[src/rtl/fft_frame_ctrl.sv]
// Frame sequencer for the radix-2 in-place FFT core.
// Per frame: clear the core, stream N real samples in, pulse start,
// wait for done, then register the N bins onto a valid/idx/last stream.
module fft_frame_ctrl #(
    parameter int width = 16,
    parameter int N_2   = 5
) (
    input  logic               clk,
    input  logic               reset,
    input  logic               go,
    input  logic               continuous,
    input  logic               abort,
    input  logic               sample_valid,
    input  logic [width-1:0]   sample_in,
    output logic               sample_ready,
    output logic               fft_reset,
    output logic               fft_load,
    output logic               fft_start,
    output logic [width-1:0]   fft_rd,
    input  logic               fft_done,
    input  logic [2*width-1:0] fft_wd,
    output logic               out_valid,
    output logic [2*width-1:0] out_data,
    output logic [N_2-1:0]     out_idx,
    output logic               out_last,
    output logic               busy
);

    // Counter value of the final sample / final bin (N-1) at counter width.
    localparam logic [N_2:0] LAST = {1'b0, {N_2{1'b1}}};

    typedef enum logic [2:0] {
        IDLE,
        CLR,
        LOAD,
        START,
        RUN,
        DRAIN
    } state_t;

    state_t         state;
    state_t         next;
    logic [N_2:0]   ld_cnt;
    logic [N_2:0]   bin_cnt;
    logic           abort_clr;
    logic           capture;

    // Counters saturate at N (MSB set), so bin_cnt < N is just "MSB clear".
    assign capture      = ((state == RUN) || (state == DRAIN)) && fft_done && !bin_cnt[N_2];

    assign sample_ready = (state == LOAD);
    assign fft_load     = sample_ready & sample_valid;
    assign fft_rd       = sample_in;
    assign fft_start    = (state == START);
    assign busy         = (state != IDLE);
    // abort_clr stretches an abort into one core-clear cycle so a partial
    // load never survives into the next frame.
    assign fft_reset    = reset | (state == CLR) | abort_clr;

    // State register.
    always_ff @(posedge clk or posedge reset) begin
        if (reset) state <= IDLE;
        else       state <= next;
    end

    // Next-state logic; abort overrides everything, including go.
    always_comb begin
        next = state;
        case (state)
            IDLE:    if (go) next = CLR;
            CLR:     next = LOAD;
            LOAD:    if (fft_load && (ld_cnt == LAST)) next = START;
            START:   next = RUN;
            RUN:     if (fft_done) next = DRAIN;
            DRAIN:   if (capture && (bin_cnt == LAST)) next = continuous ? CLR : IDLE;
            default: next = IDLE;
        endcase
        if (abort) next = IDLE;
    end

    // Sample/bin counters and the registered abort-clear flag.
    always_ff @(posedge clk or posedge reset) begin
        if (reset) begin
            ld_cnt    <= '0;
            bin_cnt   <= '0;
            abort_clr <= 1'b0;
        end else begin
            abort_clr <= abort;
            if (abort || (state == CLR)) begin
                ld_cnt  <= '0;
                bin_cnt <= '0;
            end else begin
                if (fft_load) ld_cnt  <= ld_cnt + 1'b1;
                if (capture)  bin_cnt <= bin_cnt + 1'b1;
            end
        end
    end

    // Output stage: register one bin per capture cycle; data/idx hold otherwise.
    always_ff @(posedge clk or posedge reset) begin
        if (reset) begin
            out_valid <= 1'b0;
            out_data  <= '0;
            out_idx   <= '0;
            out_last  <= 1'b0;
        end else if (capture && !abort) begin
            out_valid <= 1'b1;
            out_data  <= fft_wd;
            out_idx   <= bin_cnt[N_2-1:0];
            out_last  <= (bin_cnt == LAST);
        end else begin
            out_valid <= 1'b0;
            out_last  <= 1'b0;
        end
    end

endmodule

[config.mk]
export PLATFORM = sky130hd
export DESIGN_NAME = fft_frame_ctrl
export DESIGN_NICKNAME = d
export VERILOG_FILES = /design/src/rtl/fft_frame_ctrl.sv
export SDC_FILE = /design/constraint.sdc
export NUM_CORES = 1
export LEC_CHECK = 0
export ABC_AREA = 1
export BUFFER_PORTS_ARGS = -buffer_cell sky130_fd_sc_hd__clkbuf_2
export CORE_UTILIZATION = 47
export DETAILED_ROUTE_END_ITERATION = 8
export PLACE_DENSITY = 0.9
export SYNTH_ARGS = -nofsm -noshare
export SYNTH_HDL_FRONTEND = slang
export SYNTH_SLANG_ARGS = --single-unit
[constraint.sdc]
create_clock -name clk -period 4.17 [get_ports clk]
set_input_delay 0.417 -clock clk [delete_from_list [all_inputs] [get_ports clk]]
set_output_delay 0.417 -clock clk [all_outputs]
set_load 0.02 [all_outputs]
==> results.cfg, run 1 <==
[route]
routedWlPerCell_um = 12.83
drt_iter0_drc = 108
drtAntennaViolNets = 0
firstDrtPassIters = 4
post-route-drc-count = 0
drt-vias-per-instance = 5.066
vias = 2234
routed_wl_um = 5658

[clocking]
numCtsBuffers = 5
clock-root-buffer = clkbuf_8
cts.sinks = 55
cts_resized = 0
cts_tree = built
cts_setup_buffers = 0
clockBufferDepth = 2
hold_buffers = 0
htreeDepth = 2
clock_latency_ns = 0.31
clk_pin_slew_ns = 0.10

[sta]
finalClockSkew_ns = 0.004797
final-setup-viol-count = 0
finalHoldViolCount = 0
max_slew.worst_pin.slew_ns = 1.123
finalCriticalPeriod_ns = 2.141
grt_setup_unrepaired = false
slew_viol_final = 0
tns_ns = 0
min_period_over_period_pct = 51.34
fmax_ghz = 0.4671
slew_headroom_pct = 25.03

[floorplan]
io_pins = 115
start_util_pct = 50.00
die_w_um = 76.41
fp-row-count = 26
coreArea_um2 = 5205
die_y_um = 76.41
die_area_um2 = 5838

[final_layout]
diodes = 0
multi_input_area_um2 = 948.4
layout_common_cells = nand2_1 (103), clkbuf_2 (82), dfrtp_1 (55), o21ai_0 (43), nor2_1 (19)
areaGrowthSynthToFinish_pct = 15.58
final_cells = 441
final_layout_size_suffix_gt1_share_pct = 27.49
fill_cells = 476
final_nets = 428
seqCellArea_um2 = 1376
fin_util_pct = 57.79
final_common_cell = nand2_1

[setup_path]
cp-start-kind = flip-flop
cp.required_ns = 4.42
cp_max_fo = 44
end_kind = flip-flop
arrival_ns = 2.39
reg2reg_setup_slack_ns = 2.03
path_class = reg2reg

[run_status]
outcome = finished clean

[synthesis]
synth_cell_type_count = 26
syn_nets = 368
seq_area_frac_synth_pct = 52.88
syn_avg_cell_area_um2 = 8.368
synth_cells = 311
netlist_area_um2 = 2602
ys_ff_latch = 55
yosysWarnings = 0

[power_and_ir_drop]
p_int_mw = 0.9834
pwr-share-clk_pct = 22.4
p_sw_share_pct = 37.32
p_leak_nw = 1.667
powerDensity_nw_per_um2 = 521.6
irDropWorstVdd_mv = 0.3054
power_frac_comb_pct = 31.0
sequentialPowerShare_pct = 46.5
switchingPower_mw = 0.5854

[grt]
grt_pass1_wl_um = 9701
grt_use_total_pct = 20.59
grt_max_degree = 56
grt_pass1_vias = 2106
antenna_found_initial = 0
gr-total-overflow = 0

[placement]
io_buffers = 82
dp_hpwl_um = 3957
dp_cells = 434
place_congestion = 0.8450

[run]
maxCapViolations = 0

[worst_hold_path]
holdCritPathClass = in2reg
==> state kept, by name (all words and copies together), names as in the netlist <==
| name | flops |
|---|---|
| out_last | 1 |
| abort_clr | 1 |
| out_data | 32 |
| bin_cnt | 6 |
| ld_cnt | 6 |
| out_valid | 1 |
| state | 3 |
| out_idx | 5 |
==> critical path: stages (launching register included) <==
cell     delay [ns]
dfrtp_1        0.45
nor2_1         0.20
nand3_4        0.37
nor2_2         0.51
buf_4          0.36
nand2_1        0.09
nand2_1        0.09
==> layout make-up <==
cell class	count	area share [%]
Timing Repair Buffer	83	13.89
Clock inverter	2	1.248
Clock buffer	5	2.288
Inverter	19	2.371
Tap cell	70	2.912
Multi-Input combinational cell	207	31.53
Sequential cell	55	45.76
==> metal layers <==
metal	GRT usage (%)	wire length, um
met4	7.885	109
met2	33.06	2687
met5	0	0
met3	4.551	315
met1	27.17	2546
==> logic make-up (layout without fill, tap and decap cells) <==
family                   count (synthesis)  after routing  synth area share (%)
adder cells (fa/ha/maj)                  2              2                0.9614
buffers and inverters                   49            109                 10.67
AND/OR/NAND/NOR                        150            150                 24.52
flip-flops                              55             55                 52.88
XOR/XNOR                                 1              1                0.3366
AO/OA/AOI/OAI                           54             54                 10.63
==> per-stage QoR <==
stage,power (mW),setup WS [ns],hold slack (ns),cell area (um2)
6_report,1.569,2.029,0.2980,3008
5_1_grt,1.654,1.791,0.3031,3008
4_1_cts,1.575,2.017,0.2923,3008
3_5_place_dp,1.229,2.030,0.4871,2902
3_3_place_gp,1.211,2.182,0.4876,2902
2_1_floorplan,1.062,2.410,0.4484,2603
==> Yosys cell counts <==
cell type,count,area [um2]
nand4_1,7,43.79
clkbuf_1,7,26.28
nor2_2,2,12.51
xor2_1,1,8.760
nor2_1,19,71.32
inv_2,3,11.26
buf_2,3,15.01
nor4_1,1,6.260
a21boi_0,1,7.510
nand2_1,103,386.6
nand2_2,2,12.51
ha_1,2,25.02
o21ai_0,43,215.2
nand3_2,1,10.01
nor3_1,3,15.01
o21ai_2,1,8.760
o21ai_1,2,10.01
buf_4,16,120.1
inv_1,16,60.06
a21oi_1,7,35.03
and3_1,1,6.260
buf_6,4,45.04
nand3_4,1,17.52
nor2_4,1,11.26
dfrtp_1,55,1376
nand3_1,9,45.04
==> final timing paths <==
path / from / to / cells after the start
min in group asynchronous: reset / abort_clr / 2
max in group asynchronous: reset / bin_cnt[2] / 2
worst max-delay path: state[1] / out_data[26] / 6
worst min register to register: out_data[30] / out_data[30] / 2
worst min-delay path: fft_wd[5] / out_data[5] / 3
worst max register to register: state[1] / out_data[26] / 6
==> power by group through the flow <==
stage               logic, mW  clock network (mW)  registers (mW)
floorplan               0.187                   0           0.875
global placement        0.473                   0           0.738
detailed placement      0.493                   0           0.736
CTS                     0.491               0.355           0.730
global route            0.536               0.371           0.748
finish                  0.486               0.352           0.730
(Power assumes the default switching activity.)
==> run 2, diff against run 1 <==
ABC_AREA = 0   (was 1)
clock period = 2.2 ns   (was 4.17 ns; I/O delays follow)
==> results.cfg, run 2 <==
[run_status]
outcome = finished clean

[clocking]
cts_resized = 0
htreeDepth = 2
clk_pin_slew_ns = 0.10
cts_tree = built
cts_setup_buffers = 0
clockBufferDepth = 2
clock-root-buffer = clkbuf_8
cts.sinks = 55
clock_latency_ns = 0.30
numCtsBuffers = 5
hold_buffers = 1

[sta]
max_slew.worst_pin.slew_ns = 0.5518
grt_setup_unrepaired = false
min_period_over_period_pct = 86.89
final-setup-viol-count = 0
finalHoldViolCount = 0
finalCriticalPeriod_ns = 1.912
tns_ns = 0
fmax_ghz = 0.5231
finalClockSkew_ns = 0.008061
slew_viol_final = 0
slew_headroom_pct = 63.16

[final_layout]
diodes = 0
final_nets = 318
top_register = out_data
reg_top3 = out_data: 32 flops, bin_cnt: 6 flops, ld_cnt: 6 flops
final_common_cell = clkbuf_2
final_cell_area_um2 = 3043
layout_common_cells = clkbuf_2 (82), dfrtp_1 (55), mux2_4 (19), mux2_2 (18), nand2_1 (10)
largest_register_ffs = 32
final_layout_size_suffix_gt1_share_pct = 54.20
areaGrowthSynthToFinish_pct = 17.37

[setup_path]
crit_family = simple AND/OR/NAND/NOR gates
cp-start-kind = flip-flop
path_buf_inv = 1
reg2reg_depth = 4
arrival_ns = 2.09
r2r-end = out_data[6]
reg2reg_setup_slack_ns = 0.29
cp_max_fo = 38
r2r_start = state[2]
critical_path.max_stage_delay_ns = 0.51
cp.required_ns = 2.38
end_kind = flip-flop
cp_cell_sequence = nand4bb_1, nor2_8, buf_12, mux2_2
crit_slowest_cell = dfrtp_1
path_class = reg2reg

[power_and_ir_drop]
pwr-share-clk_pct = 22.2
p_int_mw = 2.093
sequentialPowerShare_pct = 44.5
p_leak_nw = 1.553
irDropWorstVdd_mv = 0.5203
power_frac_comb_pct = 33.3
powerDensity_nw_per_um2 = 1020
p_sw_share_pct = 32.60
switchingPower_mw = 1.012

[worst_hold_path]
holdPathStages = 2
hold_end = out_data[4]
holdCritPathClass = in2reg
min_from = fft_wd[4]

[synthesis]
synth_edf_count = 0
syn_nets = 250
async_flop_share_pct = 100.0
synth_cells = 193
synth_largest_area_cell = dfrtp_1
synth_area_leaders = dfrtp_1 (53%), mux2_4 (11%), mux2_2 (7.8%), buf_4 (4.9%), buf_12 (1.5%)
ys.flop_type = dfrtp_1
yosysTopAreaCellShare_pct = 53.09
yosysMostFrequentCell = dfrtp_1
syn_avg_cell_area_um2 = 13.43
synth_cell_type_count = 38
seq_area_frac_synth_pct = 53.09
ys_top_cells_by_count = dfrtp_1 (55), mux2_4 (19), mux2_2 (18), buf_4 (17), nand2_1 (10)
ys_ff_latch = 55
netlist_area_um2 = 2592
yosysWarnings = 0

[route]
post-route-drc-count = 0
firstDrtPassIters = 4
vias = 1692
drt-vias-per-instance = 5.096
routed_wl_um = 4643
routedWlPerCell_um = 13.98
drt_iter0_drc = 111
drtAntennaViolNets = 0

[floorplan]
die_area_um2 = 5817
fp-row-count = 26
die_w_um = 76.27
die_y_um = 76.27
start_util_pct = 49.81
coreArea_um2 = 5205
io_pins = 115

[placement]
io_buffers = 82
dp_hpwl_um = 3378
place_area_um2 = 2912
place_congestion = 0.8184

[grt]
gr-total-overflow = 0
antenna_found_initial = 0
grt_pass1_vias = 1692
grt_max_degree = 39
grt_pass1_wl_um = 7962
grt_use_total_pct = 16.98

[run]
maxCapViolations = 0
==> run 2: layout make-up <==
| type | instances | area [um2] |
|---|---|---|
| fill | 434 | 2162 |
| multi-input combinational | 106 | 963.4 |
| timing repair buffer | 86 | 467.9 |
| sequential | 55 | 1376 |
| inverter | 7 | 26.28 |
| clock buffer | 6 | 82.58 |
| tap | 70 | 87.58 |
| clock inverter | 2 | 38.79 |
==> run 2: worst max-delay path by stage <==
stage,startpoint,endpoint,cells after the start
after floorplan,state[1],out_data[0],7
after global placement,state[2],out_data[16],4
after detailed placement,state[2],out_data[9],4
after CTS,state[2],out_data[6],4
after global routing,state[2],out_data[6],4
final,state[2],out_data[6],4
==> run 2: per-layer routing <==
metal  GRT usage (%)  share of wire (%)  vias up
met3           3.713                5.2       11
met1           22.63                 44      834
li1                -                  -      790
met5               0                  0        -
met2           27.75                 49       57
met4           5.192                1.1        0
==> run 2: power by group through the flow <==
stage | clock network, mW | logic (mW) | registers [mW]
2_1_floorplan | 0 | 0.471 | 1.67
6_report | 0.690 | 1.03 | 1.38
5_1_grt | 0.761 | 1.10 | 1.42
4_1_cts | 0.713 | 1.05 | 1.38
3_5_place_dp | 0 | 1.04 | 1.41
3_3_place_gp | 0 | 1.02 | 1.39
==> run 2: worst register-to-register path, delay by kind of cell (launching register included) <==
kind / cells / cell delay [ns]
flip-flops: 1 / 0.51
multiplexers: 1 / 0.38
buffers and inverters: 1 / 0.26
AND/OR/NAND/NOR: 2 / 0.65
==> run 2: per-stage QoR <==
step           worst slack [ns]  power, mW  util [%]  std cells  hold slack [ns]
2_1_floorplan            0.6024      2.144         -        193           0.2514
3_3_place_gp             0.3829      2.411     55.94        323           0.2991
3_5_place_dp             0.3029      2.445     55.94        323           0.3106
4_1_cts                  0.2877      3.143     58.46        332           0.1327
5_1_grt                  0.1832      3.282     58.46        332           0.1257
6_report                 0.2885      3.105     58.46        332           0.1412
==> run 2: kinds of logic (layout without fill, tap and decap cells) <==
logic type | Yosys count | after routing | synth area share [%]
DFF | 55 | 55 | 53.09
and+or+nand+nor | 43 | 43 | 10.81
muxes | 38 | 38 | 19.21
buffers and inverters | 32 | 101 | 9.749
AOI/OAI and AO/OA | 20 | 20 | 5.164
xor gates and xnor gates | 3 | 3 | 1.014
adders and majority gates | 2 | 2 | 0.9651
